<file path="config.mk">
export PLATFORM = sky130hd
export DESIGN_NAME = ae_exec_core
export DESIGN_NICKNAME = d
export VERILOG_FILES = /design/src/rtl/ae_pkg.sv /design/src/rtl/ae_exec_core_act.sv /design/src/rtl/ae_exec_core.sv
export SDC_FILE = /design/constraint.sdc
export NUM_CORES = 1
export LEC_CHECK = 0
export BUFFER_PORTS_ARGS = -buffer_cell sky130_fd_sc_hd__buf_2
export CELL_PAD_IN_SITES_DETAIL_PLACEMENT = 1
export CELL_PAD_IN_SITES_GLOBAL_PLACEMENT = 2
export CORE_ASPECT_RATIO = 2
export CORE_UTILIZATION = 42
export CTS_BUF_LIST = sky130_fd_sc_hd__clkbuf_16
export CTS_CLUSTER_SIZE = 8
export DETAILED_ROUTE_END_ITERATION = 10
export PLACE_DENSITY_LB_ADDON = 0.1
export RECOVER_POWER = 100
export SYNTH_ARGS = -nofsm -noshare
export SYNTH_HDL_FRONTEND = slang
export SYNTH_SLANG_ARGS = --single-unit
</file>
<file path="constraint.sdc">
create_clock -name clock -period 6.5 [get_ports clock]
set_input_delay 0.975 -clock clock [delete_from_list [all_inputs] [get_ports clock]]
set_output_delay 0.975 -clock clock [all_outputs]
set_load 0.05 [all_outputs]
</file>
<file path="src/rtl/ae_pkg.sv">
// Shared encodings for the ae_exec_core slice: op fields, activations, FSM states
// and the fixed-point 1.0 helper.
package ae_pkg;

  localparam logic [1:0] ALU_ADD  = 2'b00;
  localparam logic [1:0] ALU_SUB  = 2'b01;
  localparam logic [1:0] ALU_MUL  = 2'b10;
  localparam logic [1:0] ALU_PASS = 2'b11;

  localparam logic [1:0] ACT_NONE  = 2'b00;
  localparam logic [1:0] ACT_RELU  = 2'b01;
  localparam logic [1:0] ACT_DRELU = 2'b10;
  localparam logic [1:0] ACT_SIG   = 2'b11;

  localparam logic [1:0] ST_IDLE  = 2'd0;
  localparam logic [1:0] ST_READ  = 2'd1;
  localparam logic [1:0] ST_EXEC  = 2'd2;
  localparam logic [1:0] ST_WRITE = 2'd3;

  typedef struct packed {
    logic [1:0] act;
    logic [1:0] alu;
  } op_t;

  // Fixed-point 1.0 for a given number of fraction bits.
  function automatic logic [63:0] fx_one(input int unsigned frac_w);
    return 64'(1) << frac_w;
  endfunction

endpackage

</file>
<file path="src/rtl/ae_exec_core_act.sv">
// ae_act_unit: combinational activation stage (none / ReLU / ReLU' / sigmoid).
// The sigmoid LUT exists only when AE_SIGMOID_EN is defined; otherwise sigmoid flags an error.
module ae_act_unit
  import ae_pkg::*;
#(
  parameter int unsigned DATA_W = 16,
  parameter int unsigned FRAC_W = 8,
  parameter int unsigned LUT_AW = 6
) (
  input  logic [1:0]        act_i,
  input  logic [DATA_W-1:0] x_i,
  output logic [DATA_W-1:0] y_c,
  output logic              act_err_c
);

  localparam logic [DATA_W-1:0] ONE = DATA_W'(fx_one(FRAC_W));

  if (FRAC_W < 1 || FRAC_W > DATA_W - 2 || LUT_AW < 1) begin : g_param_check
    $error("ae_act_unit: illegal FRAC_W/LUT_AW");
  end

  logic x_neg_c;
  logic x_pos_c;
  assign x_neg_c = x_i[DATA_W-1];
  assign x_pos_c = !x_i[DATA_W-1] && (|x_i);

`ifdef AE_SIGMOID_EN
  localparam int unsigned LUT_N = 1 << LUT_AW;
  localparam int unsigned EXT_W = DATA_W + 3 + LUT_AW;
  localparam int          ONE_I = 1 << FRAC_W;

  function automatic real exp_r(input real t);
    real r;
    real term;
    real s;
    r    = t / 16.0;
    term = 1.0;
    s    = 1.0;
    for (int k = 1; k < 15; k++) begin
      term = term * r / real'(k);
      s    = s + term;
    end
    for (int k = 0; k < 4; k++) s = s * s;
    return s;
  endfunction

  // Each entry holds sigmoid of the lower edge of its bin in [-4.0, 4.0).
  function automatic logic [DATA_W-1:0] sig_entry(input int unsigned idx);
    real x;
    real v;
    x = -4.0 + 8.0 * real'(idx) / real'(LUT_N);
    v = 1.0 / (1.0 + exp_r(-x));
    return DATA_W'($rtoi(v * real'(ONE_I) + 0.5));
  endfunction

  logic [DATA_W-1:0] lut_c [LUT_N];
  for (genvar g = 0; g < LUT_N; g++) begin : g_lut
    assign lut_c[g] = sig_entry(g);
  end

  logic signed [EXT_W-1:0] x_ext_c;
  logic signed [EXT_W-1:0] four_c;
  logic        [EXT_W-1:0] off_c;
  logic        [EXT_W-1:0] scaled_c;
  logic        [LUT_AW-1:0] idx_c;

  // Bin index = floor((x + 4.0) * 2^LUT_AW / 8.0), kept integer-only.
  always_comb begin
    x_ext_c  = {{(EXT_W-DATA_W){x_i[DATA_W-1]}}, x_i};
    four_c   = EXT_W'(4) << FRAC_W;
    off_c    = x_ext_c + four_c;
    scaled_c = off_c << LUT_AW;
    idx_c    = LUT_AW'(scaled_c >> (FRAC_W + 3));
  end
`endif

  always_comb begin
    y_c       = x_i;
    act_err_c = 1'b0;
    case (act_i)
      ACT_RELU:  y_c = x_neg_c ? '0 : x_i;
      ACT_DRELU: y_c = x_pos_c ? ONE : '0;
      ACT_SIG: begin
`ifdef AE_SIGMOID_EN
        if (x_ext_c <= -four_c)     y_c = '0;
        else if (x_ext_c >= four_c) y_c = ONE;
        else                        y_c = lut_c[idx_c];
`else
        act_err_c = 1'b1;
`endif
      end
      default: y_c = x_i;
    endcase
  end

endmodule

</file>
<file path="src/rtl/ae_exec_core.sv">
// ae_exec_core: 4-stage (IDLE/READ/EXEC/WRITE) fixed-point ALU + activation over a local memory.
// Sigmoid support is selected by the AE_SIGMOID_EN macro (see ae_act_unit).
module ae_exec_core
  import ae_pkg::*;
#(
  parameter int unsigned DATA_W = 16,
  parameter int unsigned FRAC_W = 8,
  parameter int unsigned ADDR_W = 4,
  parameter int unsigned LUT_AW = 6
) (
  input  logic                  clock,
  input  logic                  reset_n,
  input  logic                  instr_valid,
  output logic                  instr_ready,
  input  logic [3+3*ADDR_W:0]   instr,
  output logic                  busy,
  output logic                  done,
  output logic                  err,
  input  logic                  host_we,
  input  logic [ADDR_W-1:0]     host_addr,
  input  logic [DATA_W-1:0]     host_wdata,
  output logic [DATA_W-1:0]     host_rdata
);

  localparam int unsigned DEPTH   = 1 << ADDR_W;
  localparam int unsigned INSTR_W = 4 + 3 * ADDR_W;
  localparam int unsigned WW      = 2 * DATA_W;

  logic [1:0]        state_q, state_d;
  op_t               op_q, op_d;
  logic [ADDR_W-1:0] src_a_q, src_a_d, src_b_q, src_b_d, dst_q, dst_d;
  logic [DATA_W-1:0] opa_q, opa_d, opb_q, opb_d, res_q, res_d;
  logic              ready_q, ready_d;
  logic              busy_q, busy_d;
  logic              done_q, done_d;
  logic              err_q, err_d;
  logic [DATA_W-1:0] rdata_q;

  logic [DATA_W-1:0] mem_q [DEPTH];
  logic              mem_we_c;
  logic [ADDR_W-1:0] mem_waddr_c;
  logic [DATA_W-1:0] mem_wdata_c;

  logic              accept_c;
  logic [DATA_W:0]   sum_c, diff_c;
  logic [WW-1:0]     a_ext_c, b_ext_c, prod_c, prod_sh_c;
  logic [DATA_W-1:0] alu_c, act_y_c;
  logic              act_err_c;

  // Clamp a 2*DATA_W two's-complement value into DATA_W.
  function automatic logic [DATA_W-1:0] sat_w(input logic [WW-1:0] v);
    logic [DATA_W:0] hi;
    hi = v[WW-1:DATA_W-1];
    if ((&hi) || !(|hi)) return v[DATA_W-1:0];
    else if (v[WW-1])    return {1'b1, {(DATA_W-1){1'b0}}};
    else                 return {1'b0, {(DATA_W-1){1'b1}}};
  endfunction

  always_comb begin
    sum_c     = {opa_q[DATA_W-1], opa_q} + {opb_q[DATA_W-1], opb_q};
    diff_c    = {opa_q[DATA_W-1], opa_q} - {opb_q[DATA_W-1], opb_q};
    a_ext_c   = {{DATA_W{opa_q[DATA_W-1]}}, opa_q};
    b_ext_c   = {{DATA_W{opb_q[DATA_W-1]}}, opb_q};
    prod_c    = a_ext_c * b_ext_c;
    prod_sh_c = $signed(prod_c) >>> FRAC_W;
    case (op_q.alu)
      ALU_ADD:  alu_c = sat_w({{(DATA_W-1){sum_c[DATA_W]}}, sum_c});
      ALU_SUB:  alu_c = sat_w({{(DATA_W-1){diff_c[DATA_W]}}, diff_c});
      ALU_MUL:  alu_c = sat_w(prod_sh_c);
      default:  alu_c = opa_q;
    endcase
  end

  ae_act_unit #(
    .DATA_W (DATA_W),
    .FRAC_W (FRAC_W),
    .LUT_AW (LUT_AW)
  ) u_act (
    .act_i     (op_q.act),
    .x_i       (alu_c),
    .y_c       (act_y_c),
    .act_err_c (act_err_c)
  );

  assign accept_c = instr_valid && ready_q;

  // Next-state and datapath control; memory has a single write port shared by host and WRITE.
  always_comb begin
    state_d     = state_q;
    op_d        = op_q;
    src_a_d     = src_a_q;
    src_b_d     = src_b_q;
    dst_d       = dst_q;
    opa_d       = opa_q;
    opb_d       = opb_q;
    res_d       = res_q;
    err_d       = err_q;
    done_d      = 1'b0;
    mem_we_c    = 1'b0;
    mem_waddr_c = host_addr;
    mem_wdata_c = host_wdata;
    case (state_q)
      ST_IDLE: begin
        mem_we_c = host_we;
        if (accept_c) begin
          state_d = ST_READ;
          op_d    = op_t'(instr[INSTR_W-1 -: 4]);
          src_a_d = instr[3*ADDR_W-1 -: ADDR_W];
          src_b_d = instr[2*ADDR_W-1 -: ADDR_W];
          dst_d   = instr[ADDR_W-1:0];
        end
      end
      ST_READ: begin
        opa_d   = mem_q[src_a_q];
        opb_d   = mem_q[src_b_q];
        state_d = ST_EXEC;
      end
      ST_EXEC: begin
        res_d   = act_y_c;
        err_d   = err_q | act_err_c;
        state_d = ST_WRITE;
      end
      ST_WRITE: begin
        mem_we_c    = 1'b1;
        mem_waddr_c = dst_q;
        mem_wdata_c = res_q;
        done_d      = 1'b1;
        state_d     = ST_IDLE;
      end
      default: state_d = ST_IDLE;
    endcase
    ready_d = (state_d == ST_IDLE);
    busy_d  = !ready_d;
  end

  always_ff @(posedge clock or negedge reset_n) begin
    if (!reset_n) begin
      state_q <= ST_IDLE;
      op_q    <= '0;
      src_a_q <= '0;
      src_b_q <= '0;
      dst_q   <= '0;
      opa_q   <= '0;
      opb_q   <= '0;
      res_q   <= '0;
      ready_q <= 1'b1;
      busy_q  <= 1'b0;
      done_q  <= 1'b0;
      err_q   <= 1'b0;
      rdata_q <= '0;
    end else begin
      state_q <= state_d;
      op_q    <= op_d;
      src_a_q <= src_a_d;
      src_b_q <= src_b_d;
      dst_q   <= dst_d;
      opa_q   <= opa_d;
      opb_q   <= opb_d;
      res_q   <= res_d;
      ready_q <= ready_d;
      busy_q  <= busy_d;
      done_q  <= done_d;
      err_q   <= err_d;
      rdata_q <= mem_q[host_addr];
    end
  end

  // Memory contents are deliberately not reset.
  always_ff @(posedge clock) begin
    if (mem_we_c) mem_q[mem_waddr_c] <= mem_wdata_c;
  end

  assign instr_ready = ready_q;
  assign busy        = busy_q;
  assign done        = done_q;
  assign err         = err_q;
  assign host_rdata  = rdata_q;

endmodule

</file>
==> results of run 1 <==
[cells by family after synthesis]
| family | after synthesis |
|---|---|
| AND/OR/NAND/NOR | 482 |
| buffers and inverters | 475 |
| adder cells (fa/ha/maj) | 384 |
| flip-flops | 342 |
| AO/OA/AOI/OAI | 295 |
| multiplexers | 290 |
| XOR/XNOR | 34 |
[layer usage]
layer / wire length (µm) / global-route usage / vias up
met5: 13 / 0 / -
met1: 34100 / 0.303 / 10917
li1: - / - / 8900
met2: 60100 / 0.600 / 654
met4: 9210 / 0.232 / 2
met3: 3890 / 0.0338 / 334
[sequential cells by signal (all words and copies together), names as in the netlist]
register and count:
src_b_q 4, opb_q 16, dst_q 4, done 1, mem_q 256, res_q 16, opa_q 16, src_a_q 4
instr_ready 1, state_q 2, err 1, op_q 4, host_rdata 16, busy 1
[worst min path at each step]
stage	endpoint	slack, ns	cells after the start
finish	err	0.50	1
global route	err	0.53	1
CTS	opb_q[0]	0.50	1
detailed placement	err	0.50	1
global placement	err	0.48	1
floorplan	res_q[4]	0.48	2
[critical path, delay by kind of cell, from the launching register on]
family	cells	cell delay, ns
adder cells (fa/ha/maj)	7	3.42
buffers and inverters	7	0.60
flip-flops	1	0.51
AND/OR/NAND/NOR	4	0.66
AO/OA/AOI/OAI	9	1.98
[placed cells by master (no fill, tap or decap), types with 48 or more instances in the layout]
cell type,count
sky130_fd_sc_hd__inv_1,376
sky130_fd_sc_hd__buf_4,290
sky130_fd_sc_hd__edfxtp_1,256
sky130_fd_sc_hd__fa_1,247
sky130_fd_sc_hd__mux4_2,240
sky130_fd_sc_hd__nand2_1,173
sky130_fd_sc_hd__ha_1,101
sky130_fd_sc_hd__and2_1,98
sky130_fd_sc_hd__nor2_1,77
sky130_fd_sc_hd__dfrtp_1,69
sky130_fd_sc_hd__a21oi_1,53
sky130_fd_sc_hd__clkbuf_16,49
sky130_fd_sc_hd__o21ai_0,48
[repair_timing]
action,4_1_cts,5_1_grt
buffers inserted,45,11
endpoints found under the setup margin,16,16
resized for setup,179,47
pin swaps,76,36
gates cloned,2,0
hold buffers,0,0
[stage by stage]
stage / setup TNS [ns] / cells / instance area (µm²) / hold slack [ns]
after floorplan: -0.412 / 2302 / 29100 / 0.481
after global placement: -17.66 / 3429 / 32600 / 0.483
after detailed placement: -18.14 / 3429 / 32600 / 0.503
after CTS: -8.76 / 3562 / 35200 / 0.497
after global routing: -13.34 / 3573 / 35300 / 0.527
final: -10.18 / 3574 / 35300 / 0.495
[area by class of cell]
cell class | instances | area [µm²]
inverters | 357 | 1350
repair buffers | 412 | 3280
clock inverters | 38 | 181
fillers | 6926 | 32800
multi-input cells | 1485 | 18200
clock buffers | 49 | 1230
flip-flops and latches | 342 | 9860
diodes | 1 | 2.50
well taps | 890 | 1110
==> metrics.txt, run 1 <==
# TYPE chip_impl_metric gauge
chip_impl_metric{name="areaGrowthSynthToFinish",unit="%"} 21.6
chip_impl_metric{name="gp_congestion",unit=""} 1.03
chip_impl_metric{name="synth_async_sr_flop_share",unit=""} 0.251
chip_impl_metric{name="chipHeight",unit="µm"} 374
chip_impl_metric{name="coreArea",unit="µm²"} 68100
chip_impl_metric{name="cap_viol_max_count",unit=""} 24
chip_impl_metric{name="fp.dieArea",unit="µm²"} 70200
chip_impl_metric{name="postRouteAntennaNets",unit=""} 0
chip_impl_metric{name="cts_num_sinks",unit=""} 342
chip_impl_info{name="post-synth-top-count-cell",value="sky130_fd_sc_hd__inv_1"} 1
chip_impl_metric{name="total_iterations_of_the_first_detailed_routing_run",unit=""} 5
chip_impl_metric{name="final_critical_delay_including_setup_and_external_delays",unit="ns"} 7.28
chip_impl_metric{name="clkTransAtPathRegs",unit="ns"} 0.08
chip_impl_metric{name="timing.critical_path.slowest_cell_delay",unit="ns"} 0.65
chip_impl_info{name="critical_r2r_capture",value="res_q[8]"} 1
chip_impl_info{name="hold_path_startpoint",value="err"} 1
chip_impl_info{name="synth_flop_cell",value="sky130_fd_sc_hd__edfxtp_1"} 1
chip_impl_info{name="cells_taking_the_most_area_after_synthesis",value="sky130_fd_sc_hd__edfxtp_1, sky130_fd_sc_hd__mux4_2, sky130_fd_sc_hd__fa_1, sky130_fd_sc_hd__dfrtp_1, sky130_fd_sc_hd__ha_1"} 1
chip_impl_info{name="grt_setup_unrepaired",value="yes"} 1
chip_impl_metric{name="clock.fmax",unit="MHz"} 137
chip_impl_metric{name="drt_first_iter_violations",unit=""} 1205
chip_impl_metric{name="synth-edff-count",unit=""} 256
chip_impl_metric{name="grt_max_degree",unit=""} 65
chip_impl_metric{name="synth-compound-area-share",unit=""} 0.0686
chip_impl_metric{name="postSynthNetCount",unit=""} 2725
chip_impl_metric{name="final_max_slew_viol_count",unit=""} 547
chip_impl_metric{name="headroom_to_the_max_slew_limit",unit=""} -1.37
chip_impl_info{name="critical_path.endpoint",value="res_q[8]"} 1
chip_impl_metric{name="initial_cell_density_of_the_core",unit=""} 0.426
chip_impl_info{name="largest_family_of_logic_cells_by_synthesized_area",value="adder cells"} 1
chip_impl_info{name="crit-reg2reg-launch",value="opb_q[1]"} 1
chip_impl_metric{name="dr_total_vias",unit=""} 20807
chip_impl_info{name="worst_setup_startpoint",value="opb_q[1]"} 1
chip_impl_metric{name="ys_ff_latch",unit=""} 342
chip_impl_metric{name="grt_pass1_vias",unit=""} 24208
chip_impl_metric{name="wl",unit="mm"} 107
chip_impl_info{name="critPathSlowestCell",value="sky130_fd_sc_hd__fa_2"} 1
chip_impl_metric{name="finalCoreUtilization",unit=""} 0.518
chip_impl_info{name="cp-end-kind",value="flip-flop"} 1
chip_impl_info{name="yosys-top-cells-count",value="sky130_fd_sc_hd__inv_1, sky130_fd_sc_hd__fa_1, sky130_fd_sc_hd__edfxtp_1"} 1
chip_impl_metric{name="groute.usage.overall",unit=""} 0.313
chip_impl_metric{name="drive_above_1_share",unit=""} 0.331
chip_impl_metric{name="dp.final_hpwl",unit="mm"} 81.7
chip_impl_metric{name="h-tree-depth",unit=""} 2
chip_impl_metric{name="hold_viol_final",unit=""} 0
chip_impl_metric{name="grt_overflow",unit=""} 0
chip_impl_metric{name="ys.warnings.count",unit=""} 0
chip_impl_info{name="timing.setup.critical_path_class",value="reg2reg"} 1
chip_impl_metric{name="worstPathRequired",unit="ns"} 6.99
chip_impl_metric{name="syn_inst",unit=""} 2302
chip_impl_metric{name="clock_insertion_delay_worst_skew",unit="ns"} 0.59
chip_impl_info{name="critical_path.startpoint_type",value="flip-flop"} 1
chip_impl_metric{name="synthDominantCellAreaShare",unit=""} 0.265
chip_impl_metric{name="clock-skew-final",unit="ns"} 0.0283
chip_impl_metric{name="timing_worst_slew_pin_value",unit="ns"} 3.56
chip_impl_metric{name="port_buffers",unit=""} 59
chip_impl_metric{name="critical_path_arrival",unit="ns"} 7.77
chip_impl_metric{name="dieWidth",unit="µm"} 188
chip_impl_info{name="synth_area_leader_cell",value="sky130_fd_sc_hd__edfxtp_1"} 1
chip_impl_info{name="cts_tree",value="yes"} 1
chip_impl_metric{name="yosys.area_share.xor_xnor",unit=""} 0.0103
chip_impl_info{name="cts-root-buf",value="sky130_fd_sc_hd__clkbuf_16"} 1
chip_impl_metric{name="placement_rows",unit=""} 135
chip_impl_metric{name="synth-simple-area-share",unit=""} 0.0803
chip_impl_metric{name="ys_types",unit=""} 85
chip_impl_metric{name="worst-r2r-setup-slack",unit="ns"} -0.78
chip_impl_metric{name="postLayoutSetupSlackWorst",unit="ns"} -0.780
chip_impl_metric{name="clk_path_buf_depth",unit=""} 3
chip_impl_metric{name="grt_first_pass_wirelength",unit="mm"} 158
chip_impl_metric{name="final_nets",unit=""} 3069
chip_impl_metric{name="number_of_antenna_violations_at_the_first_check_in_global_routing",unit=""} 1
chip_impl_metric{name="remaining_drc_errors",unit=""} 0
chip_impl_metric{name="finalSetupViolCount",unit=""} 16
chip_impl_info{name="hold_class",value="reg2reg"} 1
chip_impl_metric{name="synthesis.area",unit="µm²"} 29000
chip_impl_info{name="worst_path_most_repeated_cell",value="sky130_fd_sc_hd__fa_1"} 1
chip_impl_metric{name="timing.critical_path.fanout_max",unit=""} 8
chip_impl_metric{name="rr_worst_depth",unit=""} 27
chip_impl_metric{name="vias_per_cell",unit=""} 5.82
chip_impl_metric{name="finalCritPeriodShare",unit=""} 1.12
chip_impl_metric{name="yosysSeqAreaShare",unit=""} 0.339
chip_impl_metric{name="cts-buffers-inserted",unit=""} 48
chip_impl_metric{name="post_synth_fa_ha_maj_area_fraction",unit=""} 0.234
chip_impl_metric{name="routed_wire_length_per_instance",unit="µm"} 30.0
chip_impl_metric{name="detailedPlace.worstSlack",unit="ns"} -1.41
chip_impl_metric{name="ios",unit=""} 60
chip_impl_info{name="status",value="finished, violations left"} 1
chip_impl_info{name="failing_checks",value="capacitance limit, slew limit, setup timing"} 1
chip_impl_metric{name="post_synth_mux_area_share",unit=""} 0.206
chip_impl_metric{name="synthesis.area_per_instance",unit="µm²"} 12.6
Power of run 1 is not shown: default switching activity piles up to over one toggle a cycle in this logic, so the estimate is an artifact.
==> run 2: changes to the inputs <==
--- a/config.mk
+++ b/config.mk
@@ -9,7 +9,7 @@
 export CELL_PAD_IN_SITES_DETAIL_PLACEMENT = 1
 export CELL_PAD_IN_SITES_GLOBAL_PLACEMENT = 2
 export CORE_ASPECT_RATIO = 2
-export CORE_UTILIZATION = 42
+export CORE_UTILIZATION = 45
 export CTS_BUF_LIST = sky130_fd_sc_hd__clkbuf_16
 export CTS_CLUSTER_SIZE = 8
 export DETAILED_ROUTE_END_ITERATION = 10
@@ -18,3 +18,4 @@
 export SYNTH_ARGS = -nofsm -noshare
 export SYNTH_HDL_FRONTEND = slang
 export SYNTH_SLANG_ARGS = --single-unit
+export TNS_END_PERCENT = 5
==> constraint.sdc (replaced) <==
create_clock -name clock -period 9.2 [get_ports clock]
set_input_delay 1.38 -clock clock [delete_from_list [all_inputs] [get_ports clock]]
set_output_delay 1.38 -clock clock [all_outputs]
set_load 0.05 [all_outputs]
==> run 2 against run 1 <==
First-iteration DRC count increased by 8.0%. Largest cell class unchanged. The flow finishes with violations (capacitance limit, slew limit). Design area down 10%. Register-to-register slack improved by 1.1 ns. Critical path depth down 2. Cell count is 11% lower. Clock-buffer cell count did not move. Non-clock buffer count is 294 lower. Via count shrank 5.0%.
==> metrics.txt, run 2 (synthesis results as in run 1) <==
# TYPE chip_impl_metric gauge
chip_impl_info{name="status",value="finished, violations left"} 1
chip_impl_info{name="failing_checks",value="capacitance limit, slew limit"} 1
chip_impl_metric{name="initial_cell_density_of_the_core",unit=""} 0.455
chip_impl_metric{name="headroom_to_the_max_slew_limit",unit=""} -1.34
chip_impl_metric{name="number_of_antenna_violations_at_the_first_check_in_global_routing",unit=""} 5
chip_impl_metric{name="hold_viol_final",unit=""} 0
chip_impl_metric{name="largest_reg_flops",unit=""} 256
chip_impl_metric{name="fp.dieArea",unit="µm²"} 65500
chip_impl_metric{name="clock_insertion_delay_worst_skew",unit="ns"} 0.58
chip_impl_metric{name="grt_overflow",unit=""} 0
chip_impl_metric{name="port_buffers",unit=""} 59
chip_impl_metric{name="worst-r2r-setup-slack",unit="ns"} 0.31
chip_impl_metric{name="cts-buffers-inserted",unit=""} 48
chip_impl_metric{name="gp_congestion",unit=""} 1.02
chip_impl_info{name="grt_setup_unrepaired",value="no"} 1
chip_impl_metric{name="grt_max_degree",unit=""} 61
chip_impl_metric{name="worstPathRequired",unit="ns"} 9.63
chip_impl_metric{name="dr_total_vias",unit=""} 19763
chip_impl_metric{name="finalSetupViolCount",unit=""} 0
chip_impl_metric{name="h-tree-depth",unit=""} 2
chip_impl_info{name="mostFrequentLayoutCell",value="sky130_fd_sc_hd__inv_1"} 1
chip_impl_metric{name="cap_viol_max_count",unit=""} 25
chip_impl_metric{name="clk_path_buf_depth",unit=""} 3
chip_impl_metric{name="cts.repair_timing.setup_buffer_count",unit=""} 0
chip_impl_metric{name="timing_worst_slew_pin_value",unit="ns"} 3.51
chip_impl_metric{name="postRouteAntennaNets",unit=""} 0
chip_impl_metric{name="areaGrowthSynthToFinish",unit="%"} 9.06
chip_impl_metric{name="dp.final_hpwl",unit="mm"} 78.5
chip_impl_metric{name="cts-hold-fix-buffers",unit=""} 0
chip_impl_metric{name="remaining_drc_errors",unit=""} 0
chip_impl_metric{name="wl",unit="mm"} 102
chip_impl_metric{name="finalCritPeriodShare",unit=""} 0.966
chip_impl_metric{name="placement_rows",unit=""} 131
chip_impl_metric{name="detailedPlace.worstSlack",unit="ns"} -0.349
chip_impl_info{name="final_cell_mix",value="sky130_fd_sc_hd__inv_1, sky130_fd_sc_hd__fa_1, sky130_fd_sc_hd__edfxtp_1, sky130_fd_sc_hd__mux4_2, sky130_fd_sc_hd__nand2_1"} 1
chip_impl_info{name="critical_path.startpoint_type",value="flip-flop"} 1
chip_impl_info{name="cts-root-buf",value="sky130_fd_sc_hd__clkbuf_16"} 1
chip_impl_metric{name="vias_per_cell",unit=""} 6.20
chip_impl_metric{name="groute.usage.overall",unit=""} 0.323
chip_impl_metric{name="chipHeight",unit="µm"} 361
chip_impl_metric{name="final.fill_count",unit=""} 6489
chip_impl_metric{name="total_iterations_of_the_first_detailed_routing_run",unit=""} 5
chip_impl_metric{name="final_nets",unit=""} 2775
chip_impl_metric{name="dieWidth",unit="µm"} 182
chip_impl_metric{name="drt_first_iter_violations",unit=""} 1301
chip_impl_info{name="timing.setup.critical_path_class",value="reg2reg"} 1
chip_impl_metric{name="drive_above_1_share",unit=""} 0.183
chip_impl_metric{name="cts_num_sinks",unit=""} 342
chip_impl_metric{name="final_critical_delay_including_setup_and_external_delays",unit="ns"} 8.89
chip_impl_metric{name="clock-skew-final",unit="ns"} 0.0212
chip_impl_metric{name="clkTransAtPathRegs",unit="ns"} 0.06
chip_impl_info{name="cts_tree",value="yes"} 1
chip_impl_metric{name="postLayoutSetupSlackWorst",unit="ns"} 0.310
chip_impl_info{name="hold_class",value="reg2reg"} 1
chip_impl_metric{name="ios",unit=""} 60
chip_impl_metric{name="routed_wire_length_per_instance",unit="µm"} 32.1
chip_impl_metric{name="coreArea",unit="µm²"} 63800
chip_impl_info{name="largest-register",value="mem_q"} 1
chip_impl_metric{name="clock.fmax",unit="MHz"} 112
chip_impl_metric{name="critical_path_arrival",unit="ns"} 9.32
chip_impl_metric{name="final_max_slew_viol_count",unit=""} 598
chip_impl_metric{name="grt_first_pass_wirelength",unit="mm"} 151
chip_impl_metric{name="grt_pass1_vias",unit=""} 22594
chip_impl_metric{name="timing.critical_path.fanout_max",unit=""} 16
chip_impl_info{name="cp-end-kind",value="flip-flop"} 1
==> run 2: critical path, stage by stage (launching register included) <==
cell                       delay [ns]
sky130_fd_sc_hd__dfrtp_1         0.66
sky130_fd_sc_hd__nand2_1         0.27
sky130_fd_sc_hd__inv_1           0.09
sky130_fd_sc_hd__fa_1            0.69
sky130_fd_sc_hd__inv_1           0.11
sky130_fd_sc_hd__fa_1            0.48
sky130_fd_sc_hd__inv_1           0.35
sky130_fd_sc_hd__fa_1            0.53
sky130_fd_sc_hd__fa_1            0.52
sky130_fd_sc_hd__fa_1            0.49
sky130_fd_sc_hd__inv_1           0.05
sky130_fd_sc_hd__fa_1            0.47
sky130_fd_sc_hd__inv_1           0.04
sky130_fd_sc_hd__ha_1            0.44
sky130_fd_sc_hd__nand4_1         0.29
sky130_fd_sc_hd__nor3_1          0.53
sky130_fd_sc_hd__a21boi_1        0.47
sky130_fd_sc_hd__o221ai_1        0.41
sky130_fd_sc_hd__xnor2_1         0.26
sky130_fd_sc_hd__buf_4           0.20
sky130_fd_sc_hd__and3_1          0.15
sky130_fd_sc_hd__a211oi_1        0.39
sky130_fd_sc_hd__o21a_1          0.23
sky130_fd_sc_hd__o211ai_1        0.13
sky130_fd_sc_hd__nor4_1          0.33
sky130_fd_sc_hd__a31oi_1         0.14
==> run 2: final cells by class <==
type	instances	area, µm²	area share
multi-input combinational	1485	17400	0.550
sequential	342	9840	0.311
inverter	357	1340	0.0424
clock buffer	49	1230	0.0388
tap	798	998	0.0316
timing repair buffer	118	679	0.0215
clock inverter	37	149	0.00471
antenna	3	7.51	0.000237
==> run 2: metrics by stage <==
| stage | setup TNS, ns | hold slack, ns | cell area (µm²) | instances | utilization |
|---|---|---|---|---|---|
| 6_report | 0 | 0.462 | 31600 | 3189 | 0.496 |
| 5_1_grt | 0 | 0.497 | 31600 | 3186 | 0.496 |
| 4_1_cts | 0 | 0.466 | 31800 | 3186 | 0.498 |
| 3_5_place_dp | -0.470 | 0.455 | 30400 | 3100 | 0.477 |
| 3_3_place_gp | -0.176 | 0.454 | 30400 | 3100 | 0.477 |
| 2_1_floorplan | 0 | 0.493 | 29000 | 2302 | - |
==> run 2: final timing paths <==
kind	endpoint	from	cells past startpoint
setup / recovery	res_q[8]	opb_q[2]	25
hold / removal	err	err	1
setup reg to reg	res_q[8]	opb_q[2]	25
hold reg to reg	err	err	1
max in group asynchronous	opa_q[15]	reset_n	2
min in group asynchronous	opa_q[0]	reset_n	1
==> run 2: routing by layer <==
metal  wire length, µm  part of all wire  vias to the layer above  global-route usage
li1                  -                 -                     8325                   -
met5                17           0.00017                        -                   0
met3              3770             0.037                      292              0.0285
met4              9000             0.088                        2               0.245
met2             57000              0.56                      640               0.615
met1             32500              0.32                    10504               0.321
==> run 2: timing repair <==
action	in CTS	in global routing
resized for setup	2	1
endpoints found under the setup margin	10	2
pin swaps	0	0
Power of run 2 is left out for the same reason.
